**src/rtl/i2c_spartan_slave_responder_pkg.sv**
```systemverilog
// ---------------------------------------------------------------------------
// i2c_slave_pkg
// Shared definitions for the Spartan 3E I2C slave responder:
//   state_t           protocol state encoding
//   MODE_SLAVE_*      transfer direction taken from the address R/W bit
//   RAM_DEPTH/RAM_AW  geometry of the local register RAM
// ---------------------------------------------------------------------------
package i2c_slave_pkg;

  typedef enum logic [2:0] {
    IDLE     = 3'd0,
    ADDR     = 3'd1,
    ADDR_ACK = 3'd2,
    REG      = 3'd3,
    WDATA    = 3'd4,
    RDATA    = 3'd5,
    RACK     = 3'd6,
    IGNORE   = 3'd7
  } state_t;

  localparam logic MODE_SLAVE_WRITE = 1'b0;
  localparam logic MODE_SLAVE_READ  = 1'b1;

  localparam int RAM_DEPTH = 32;
  localparam int RAM_AW    = 5;

endpackage

```
**src/rtl/i2c_spartan_slave_responder_line_sync.sv**
```systemverilog
// ---------------------------------------------------------------------------
// i2c_line_sync
// Brings the raw SCL/SDA pins into the clk domain and decodes bus events.
// Ports:
//   clk, reset      system clock, asynchronous active-low reset
//   scl_i, sda_i    raw pin levels
//   sda_o           synchronized SDA, aligned with the event pulses below
//   scl_rise_o      one-cycle pulse on an SCL rising edge
//   scl_fall_o      one-cycle pulse on an SCL falling edge
//   start_o         one-cycle pulse: SDA fell while SCL was high
//   stop_o          one-cycle pulse: SDA rose while SCL was high
// Pin-to-pulse latency is 3 clk (two synchronizer stages + edge register).
// ---------------------------------------------------------------------------
module i2c_line_sync (
  input  logic clk,
  input  logic reset,
  input  logic scl_i,
  input  logic sda_i,
  output logic sda_o,
  output logic scl_rise_o,
  output logic scl_fall_o,
  output logic start_o,
  output logic stop_o
);

  logic scl_meta_q, scl_sync_q, scl_prev_q;
  logic sda_meta_q, sda_sync_q, sda_prev_q;
  logic scl_rise_q, scl_fall_q, start_q, stop_q;

  // Synchronizer and edge registers. The line flops reset to 1 (idle bus)
  // so that leaving reset never fakes an edge, START or STOP.
  always_ff @(posedge clk or negedge reset) begin
    if (!reset) begin
      scl_meta_q <= 1'b1;
      scl_sync_q <= 1'b1;
      scl_prev_q <= 1'b1;
      sda_meta_q <= 1'b1;
      sda_sync_q <= 1'b1;
      sda_prev_q <= 1'b1;
      scl_rise_q <= 1'b0;
      scl_fall_q <= 1'b0;
      start_q    <= 1'b0;
      stop_q     <= 1'b0;
    end else begin
      scl_meta_q <= scl_i;
      scl_sync_q <= scl_meta_q;
      scl_prev_q <= scl_sync_q;
      sda_meta_q <= sda_i;
      sda_sync_q <= sda_meta_q;
      sda_prev_q <= sda_sync_q;
      scl_rise_q <= scl_sync_q & ~scl_prev_q;
      scl_fall_q <= ~scl_sync_q & scl_prev_q;
      start_q    <= ~sda_sync_q & sda_prev_q & scl_sync_q & scl_prev_q;
      stop_q     <= sda_sync_q & ~sda_prev_q & scl_sync_q & scl_prev_q;
    end
  end

  assign sda_o      = sda_prev_q;
  assign scl_rise_o = scl_rise_q;
  assign scl_fall_o = scl_fall_q;
  assign start_o    = start_q;
  assign stop_o     = stop_q;

endmodule

```
**src/rtl/i2c_spartan_slave_responder.sv**
```systemverilog
// ---------------------------------------------------------------------------
// i2c_spartan_slave_responder
// Oversampled I2C slave fronting the 32x8 LCD/menu register RAM. After an
// address match it takes a pointer byte, then either writes incoming bytes
// to the RAM or streams RAM bytes back, auto-incrementing the pointer.
// Ports:
//   clk, reset         system clock (>=10x SCL), asynchronous active-low reset
//   SCL_IN, SDA_IN     raw bus pin levels
//   SDA_OE             1 pulls SDA low, 0 releases it
//   RAM_ADD            register pointer / RAM address
//   RAM_DIN, RAM_W     RAM write data and one-cycle write strobe
//   RAM_RDOUT          RAM read data (1 clk after RAM_ADD)
//   Slave_Busy         addressed transaction in progress
//   Slave_WriteDone    pulse on STOP closing a transaction that wrote data
// ---------------------------------------------------------------------------
module i2c_spartan_slave_responder
  import i2c_slave_pkg::*;
#(
  parameter logic [6:0] SLAVE_ADDR  = 7'h42,
  parameter int         HOLD_CYCLES = 4
) (
  input  logic              clk,
  input  logic              reset,
  input  logic              SCL_IN,
  input  logic              SDA_IN,
  output logic              SDA_OE,
  output logic [RAM_AW-1:0] RAM_ADD,
  output logic [7:0]        RAM_DIN,
  output logic              RAM_W,
  input  logic [7:0]        RAM_RDOUT,
  output logic              Slave_Busy,
  output logic              Slave_WriteDone
);

  localparam logic [3:0] HOLD_LOAD = 4'(HOLD_CYCLES);

  logic sda_s, scl_rise, scl_fall, start_det, stop_det;

  state_t            state_q, state_d;
  logic [2:0]        bit_cnt_q, bit_cnt_d;
  logic [7:0]        shift_q, shift_d;
  logic              ack_q, ack_d;
  logic              mode_q, mode_d;
  logic              sda_oe_q, sda_oe_d;
  logic [3:0]        hold_q, hold_d;
  logic [RAM_AW-1:0] ram_add_q, ram_add_d;
  logic [7:0]        ram_din_q, ram_din_d;
  logic              ram_w_q, ram_w_d;
  logic              busy_q, busy_d;
  logic              wrote_q, wrote_d;
  logic              wdone_q, wdone_d;
  logic [7:0]        byte_in;
  logic              drive;

  i2c_line_sync u_line_sync (
    .clk        (clk),
    .reset      (reset),
    .scl_i      (SCL_IN),
    .sda_i      (SDA_IN),
    .sda_o      (sda_s),
    .scl_rise_o (scl_rise),
    .scl_fall_o (scl_fall),
    .start_o    (start_det),
    .stop_o     (stop_det)
  );

  assign byte_in = {shift_q[6:0], sda_s};

  // Level SDA should take during the current SCL low phase: ACK slots pull
  // low, read data drives the inverted MSB of the shifter, all else releases.
  always_comb begin
    drive = 1'b0;
    if (state_q == ADDR_ACK || ack_q) begin
      drive = 1'b1;
    end else if (state_q == RDATA) begin
      drive = ~shift_q[7];
    end
  end

  // State register for the whole responder.
  always_ff @(posedge clk or negedge reset) begin
    if (!reset) begin
      state_q   <= IDLE;
      bit_cnt_q <= '0;
      shift_q   <= '0;
      ack_q     <= 1'b0;
      mode_q    <= MODE_SLAVE_WRITE;
      sda_oe_q  <= 1'b0;
      hold_q    <= '0;
      ram_add_q <= '0;
      ram_din_q <= '0;
      ram_w_q   <= 1'b0;
      busy_q    <= 1'b0;
      wrote_q   <= 1'b0;
      wdone_q   <= 1'b0;
    end else begin
      state_q   <= state_d;
      bit_cnt_q <= bit_cnt_d;
      shift_q   <= shift_d;
      ack_q     <= ack_d;
      mode_q    <= mode_d;
      sda_oe_q  <= sda_oe_d;
      hold_q    <= hold_d;
      ram_add_q <= ram_add_d;
      ram_din_q <= ram_din_d;
      ram_w_q   <= ram_w_d;
      busy_q    <= busy_d;
      wrote_q   <= wrote_d;
      wdone_q   <= wdone_d;
    end
  end

  // Next-state logic. STOP outranks START, which outranks SCL bit events,
  // so a STOP coinciding with an SCL edge always ends the transaction.
  // SDA_OE only moves when the hold timer, armed by an SCL falling edge,
  // expires; START/STOP bypass it to release the line at once.
  always_comb begin
    state_d   = state_q;
    bit_cnt_d = bit_cnt_q;
    shift_d   = shift_q;
    ack_d     = ack_q;
    mode_d    = mode_q;
    sda_oe_d  = sda_oe_q;
    hold_d    = hold_q;
    ram_add_d = ram_add_q;
    ram_din_d = ram_din_q;
    ram_w_d   = 1'b0;
    busy_d    = busy_q;
    wrote_d   = wrote_q;
    wdone_d   = 1'b0;

    if (ram_w_q) begin
      ram_add_d = ram_add_q + 5'd1;
    end

    if (hold_q != 4'd0) begin
      hold_d = hold_q - 4'd1;
      if (hold_q == 4'd1) begin
        sda_oe_d = drive;
      end
    end
    if (scl_fall) begin
      hold_d = HOLD_LOAD;
    end

    if (stop_det) begin
      state_d   = IDLE;
      sda_oe_d  = 1'b0;
      hold_d    = '0;
      bit_cnt_d = '0;
      ack_d     = 1'b0;
      busy_d    = 1'b0;
      wdone_d   = wrote_q;
      wrote_d   = 1'b0;
    end else if (start_det) begin
      state_d   = ADDR;
      sda_oe_d  = 1'b0;
      hold_d    = '0;
      bit_cnt_d = '0;
      ack_d     = 1'b0;
    end else if (scl_rise) begin
      case (state_q)
        ADDR: begin
          shift_d   = byte_in;
          bit_cnt_d = bit_cnt_q + 3'd1;
          if (bit_cnt_q == 3'd7) begin
            if (byte_in[7:1] == SLAVE_ADDR) begin
              state_d = ADDR_ACK;
              mode_d  = byte_in[0];
              busy_d  = 1'b1;
            end else begin
              state_d = IGNORE;
              busy_d  = 1'b0;
            end
          end
        end
        ADDR_ACK: begin
          bit_cnt_d = '0;
          if (mode_q == MODE_SLAVE_READ) begin
            state_d = RDATA;
            shift_d = RAM_RDOUT;
          end else begin
            state_d = REG;
          end
        end
        REG, WDATA: begin
          if (ack_q) begin
            ack_d   = 1'b0;
            state_d = WDATA;
          end else begin
            shift_d   = byte_in;
            bit_cnt_d = bit_cnt_q + 3'd1;
            if (bit_cnt_q == 3'd7) begin
              ack_d = 1'b1;
              if (state_q == REG) begin
                ram_add_d = byte_in[RAM_AW-1:0];
              end else begin
                ram_din_d = byte_in;
                ram_w_d   = 1'b1;
                wrote_d   = 1'b1;
              end
            end
          end
        end
        RDATA: begin
          shift_d   = {shift_q[6:0], 1'b0};
          bit_cnt_d = bit_cnt_q + 3'd1;
          if (bit_cnt_q == 3'd7) begin
            state_d   = RACK;
            ram_add_d = ram_add_q + 5'd1;
          end
        end
        RACK: begin
          bit_cnt_d = '0;
          if (!sda_s) begin
            state_d = RDATA;
            shift_d = RAM_RDOUT;
          end else begin
            state_d = IGNORE;
            busy_d  = 1'b0;
          end
        end
        default: begin
        end
      endcase
    end
  end

  assign SDA_OE          = sda_oe_q;
  assign RAM_ADD         = ram_add_q;
  assign RAM_DIN         = ram_din_q;
  assign RAM_W           = ram_w_q;
  assign Slave_Busy      = busy_q;
  assign Slave_WriteDone = wdone_q;

endmodule

```
**config.mk**
```make
export PLATFORM = sky130hd
export DESIGN_NAME = i2c_spartan_slave_responder
export DESIGN_NICKNAME = d
export VERILOG_FILES = /design/src/rtl/i2c_spartan_slave_responder_pkg.sv /design/src/rtl/i2c_spartan_slave_responder_line_sync.sv /design/src/rtl/i2c_spartan_slave_responder.sv
export SDC_FILE = /design/constraint.sdc
export NUM_CORES = 1
export LEC_CHECK = 0
export CAP_MARGIN = 40
export CORE_MARGIN = 2
export CORE_UTILIZATION = 50
export DETAILED_ROUTE_END_ITERATION = 8
export GPL_TIMING_DRIVEN = 0
export PLACE_DENSITY_LB_ADDON = 0.05
export SYNTH_ARGS = -nofsm -noshare
export SYNTH_HDL_FRONTEND = slang
export SYNTH_SLANG_ARGS = --single-unit
```
**constraint.sdc**
```tcl
create_clock -name clk -period 2.1 [get_ports clk]
set_input_delay 0.42 -clock clk [delete_from_list [all_inputs] [get_ports clk]]
set_output_delay 0.42 -clock clk [all_outputs]
set_load 0.02 [all_outputs]
```
==> results <==
- Summing all non-filler instances in the final layout gives an area of about 3000 µm².
- The transition time at the pin with the least slew margin is 0.485 ns.
- The met2 track utilization from global routing is 32.9%.
- On the final layout, the worst clock skew is 0.0125 ns.
- The power after layout is 2480 µW.
- The number of clock buffers added by TritonCTS is 5.
- The first global-routing pass estimated 9.23 mm of wire.
- The number of max-slew violations in the final report came to 0.
- STA classifies the critical path endpoint as a register.
- For this run, asynchronously set or reset flops after synthesis account for 100%.
- The longest clock path from root to sink contains 2 buffers.
- The sort of element at the start of the critical path is a register.
- In this run the most used layer during global routing was met2.
- The leakage power summed over all cells is 0.00131 µW.
- After clock tree synthesis, the clock-pin slew on the worst setup and hold paths is 0.09 ns.
- For met3 alone, demand over resource in global routing was 4.42%.
- Timing would allow up to ~0.52 GHz.
- The number of global-route vias before repair is 1,940.
- The final standard cell count with taps included and fillers excluded is ~350.
- The share of the clock period used by the worst path after layout is 92.3%.
- Adding up every negative setup slack in the final design gives 0 ns.
- The final route contains approximately 1,900 vias.
- In the final routed layout, each cell accounts on average for around 16 µm.
- Along the worst path, the maximum fanout reaches 10.
- The H-tree was split into 2 levels.
- In this run the power density over the cells is 817 nW/µm².
- Clock tree synthesis found a total of 48 sinks.
- The number of enable-type register cells in the synthesized netlist is 0.
- Averaged over all synthesized cells, the footprint is 10.3 µm².
- The placer congestion estimate is 0.927.
- The count of unique library cells instantiated by Yosys is 55.
- The die covers 5630 µm².
- Input and output buffers added on the ports amount to 28.
- Once placement finished, the instance area stood at 2910 µm².
- In this run the count of I/O pins placed on the die edge is 29.
- The fraction of the yosys area taken by sequential cells is 47.9%.
- The most used flip-flop cell after synthesis is sky130_fd_sc_hd__dfrtp_1.
- After detailed routing, the number of remaining DRC violations is 0.
- In this run the cell area of the synthesized design comes to 2520 µm².
- Setup violations remaining at the end of the flow were counted as 0.
- The type of the setup path with the least slack is reg -> reg.
- The number of cells after detailed placement is 341.
- The final period demand of the worst path is 1.94 ns.
- The floorplan step set the die height to 75.0 µm.
- The number of cells traversed by the worst register-to-register path is 7.
- After global routing the overflow that remains totals 0.
- The share of final-layout standard cells stronger than drive strength 1 is 17.4%.
- For this run, global-route usage on met1 was measured as between 30% and 40%.
- In this run the clock root is driven by a sky130_fd_sc_hd__clkbuf_8.
- The number of nets at the end of the flow is between 200 and 300.
- Entering global routing, the biggest net connects 32 pins.
- The worst vdd rail ir drop is 0.000478 V.
- The core box area is 4790 µm².
- The required time of the critical path is 2.29 ns.
- After synthesis, the largest area contributor takes up 41.7% of total cell area.
- The synthesized netlist net count is approximately 260.
- Buffers added to address setup during post-CTS repair amount to 0.
- For this run, the detailed router's first-pass iteration total came to 4.
- Setup repair after global routing left no endpoint under its margin.
- The floorplan has 25 rows.
- The area growth from synthesis to layout is 20.6%.
- The remaining antenna violation count is 0.
- The total routing usage reported by global routing is between 20% and 30%.
- Max-cap violations in this run came to 0.
- The count of fill cells added during filler insertion is between 400 and 500.
- The antenna diode count is 0.
- TritonCTS built the clock tree.
- The worst pin sits at a relative slew slack of 67.7%.
- Counting flops and latches in the post-synthesis netlist gives 48.
- The total detailed-routing wirelength is 5.47 mm.
- The arrival time at the worst endpoint is 2.13 ns.
- The run finished with clean final reports.
- The tightest min-delay check is of the in -> async type.
- The biggest area consumer among synthesized cells is sky130_fd_sc_hd__dfrtp_1.
- Cells fill 63.5% of the core in the end.
- The number of hold violations in the final report is 0.
- Detailed placement finished with a half-perimeter wire length of approximately 3.8 mm.
- The average via count per standard cell is 5.57.
- The initial utilization of the core area, before any placement, comes to a little over half.
- The die width is 75.0 µm.
- The later pin in the worst-skew pair is clocked with a latency of 0.30 ns.
- Ranked by total cell area, the synthesized netlist is headed by sky130_fd_sc_hd__dfrtp_1, sky130_fd_sc_hd__dfstp_2, sky130_fd_sc_hd__mux2_2.
- Counting every instance in the synthesized netlist gives 244.
- The count of yosys warnings during synthesis is 0.
- The number of design-rule violations left by the first detailed-router iteration is 150.
- The initial antenna violation count is 0.
-- critical path: stages (launching register included) --
cell and delay, ns:
sky130_fd_sc_hd__dfrtp_1 0.38, sky130_fd_sc_hd__ha_1 0.16, sky130_fd_sc_hd__ha_2 0.25, sky130_fd_sc_hd__nand2b_1 0.09, sky130_fd_sc_hd__nor3_1 0.23, sky130_fd_sc_hd__and2_1 0.16
sky130_fd_sc_hd__buf_4 0.21, sky130_fd_sc_hd__mux2_2 0.35
-- registers in the layout (all words and copies together), names as in the netlist, 3 cells and up --
register and flops:
RAM_ADD 5, RAM_DIN 8, bit_cnt_q 3, hold_q 4, shift_q 8, state_q 3
-- power by group --
part | leakage, µW | switching [µW] | total, µW | internal (µW)
Clock | 0.0000645 | 308 | 728 | 420
Sequential | 0.000614 | 166 | 1240 | 1070
Combinational | 0.000628 | 252 | 518 | 266
Total | 0.00131 | 725 | 2480 | 1760
-- area by class of cell --
| class | instances | area [µm²] | area share [%] |
|---|---|---|---|
| Buffer | 14 | 75.1 | 2.47 |
| Tap cell | 67 | 83.8 | 2.76 |
| Timing Repair Buffer | 30 | 300 | 9.88 |
| Clock buffer | 7 | 96.3 | 3.17 |
| Multi-Input combinational cell | 173 | 1210 | 39.9 |
| Clock inverter | 1 | 30.0 | 0.988 |
| Sequential cell | 48 | 1210 | 39.8 |
| Inverter | 9 | 33.8 | 1.11 |
-- cells in the mapped netlist, drive strengths merged, types with 3 or more instances --
library cell and number:
xor2 4, inv 9, o22ai 3, nand4 3
a21oi 13, nor3 3, ha 5, nand3 8
buf 10, nor3b 3, mux2 17, and2 3
nor2b 8, o21ai 6, nor2 8, nand2 32
clkbuf 4, nand2b 9, dfstp 6, a22oi 3
o211ai 4, xnor2 3, dfrtp 42
-- metrics by stage --
step           hold WS [ns]  setup slack [ns]
6_report             0.0422             0.162
5_1_grt              0.0715           0.00438
4_1_cts              0.0613            0.0763
3_5_place_dp          0.347             0.121
3_3_place_gp          0.346            -0.776
2_1_floorplan         0.124             0.374
-- layout by cell type, fill, tap and decap left out, types with 3 or more instances in the layout --
master,count
sky130_fd_sc_hd__clkdlybuf4s50_1,27
sky130_fd_sc_hd__nor2b_1,8
sky130_fd_sc_hd__nand3_1,8
sky130_fd_sc_hd__dfstp_2,6
sky130_fd_sc_hd__clkbuf_1,4
sky130_fd_sc_hd__dfrtp_1,42
sky130_fd_sc_hd__buf_2,8
sky130_fd_sc_hd__nand2b_1,9
sky130_fd_sc_hd__nand4_1,3
sky130_fd_sc_hd__nand2_1,31
sky130_fd_sc_hd__inv_1,9
sky130_fd_sc_hd__buf_4,4
sky130_fd_sc_hd__a22oi_1,3
sky130_fd_sc_hd__mux2_2,14
sky130_fd_sc_hd__nor3_1,3
sky130_fd_sc_hd__o21ai_0,5
sky130_fd_sc_hd__nor3b_1,3
sky130_fd_sc_hd__clkbuf_8,7
sky130_fd_sc_hd__a21oi_1,13
sky130_fd_sc_hd__ha_1,4
sky130_fd_sc_hd__xnor2_1,3
sky130_fd_sc_hd__mux2_1,3
sky130_fd_sc_hd__nor2_1,8
sky130_fd_sc_hd__and2_1,3
sky130_fd_sc_hd__o211ai_1,4
sky130_fd_sc_hd__o22ai_1,3
sky130_fd_sc_hd__xor2_1,4
-- worst paths after layout --
kind,startpoint,endpoint,slack (ns)
min in group clk,u_line_sync.scl_meta_q$_DFF_PN1_,u_line_sync.scl_sync_q$_DFF_PN1_,0.36
worst max-delay path,bit_cnt_q[0]$_DFFE_PN0P_,RAM_DIN[6]$_DFFE_PN0P_,0.16
worst max register to register,bit_cnt_q[0]$_DFFE_PN0P_,RAM_DIN[6]$_DFFE_PN0P_,0.16
worst min-delay path,reset,hold_q[2]$_DFFE_PN0P_,0.04
worst min register to register,u_line_sync.scl_meta_q$_DFF_PN1_,u_line_sync.scl_sync_q$_DFF_PN1_,0.36
max in group asynchronous,reset,u_line_sync.sda_meta_q$_DFF_PN1_,1.47
-- repair_timing --
item                                    in CTS  in global routing
hold buffers                                 0                  0
gates resized for setup                      0                  2
endpoints found under the setup margin       0                  9
-- metal layers --
layer	vias up	share of wire, %	routed length [µm]
met3	11	3.9	212
li1	944	-	-
met1	949	48	2640
met2	39	46	2540
met5	-	0	0
met4	0	1.6	87
-- logic make-up after synthesis --
logic type | Yosys count | share of synthesized area, %
simple gates | 91 | 19.7
compound gates | 51 | 14.7
flops | 48 | 47.9
buf+inv | 23 | 4.32
mux | 19 | 8.39
xor+xnor | 7 | 2.43
fa+ha+maj | 5 | 2.48
Power figures use the tool's default switching activity.
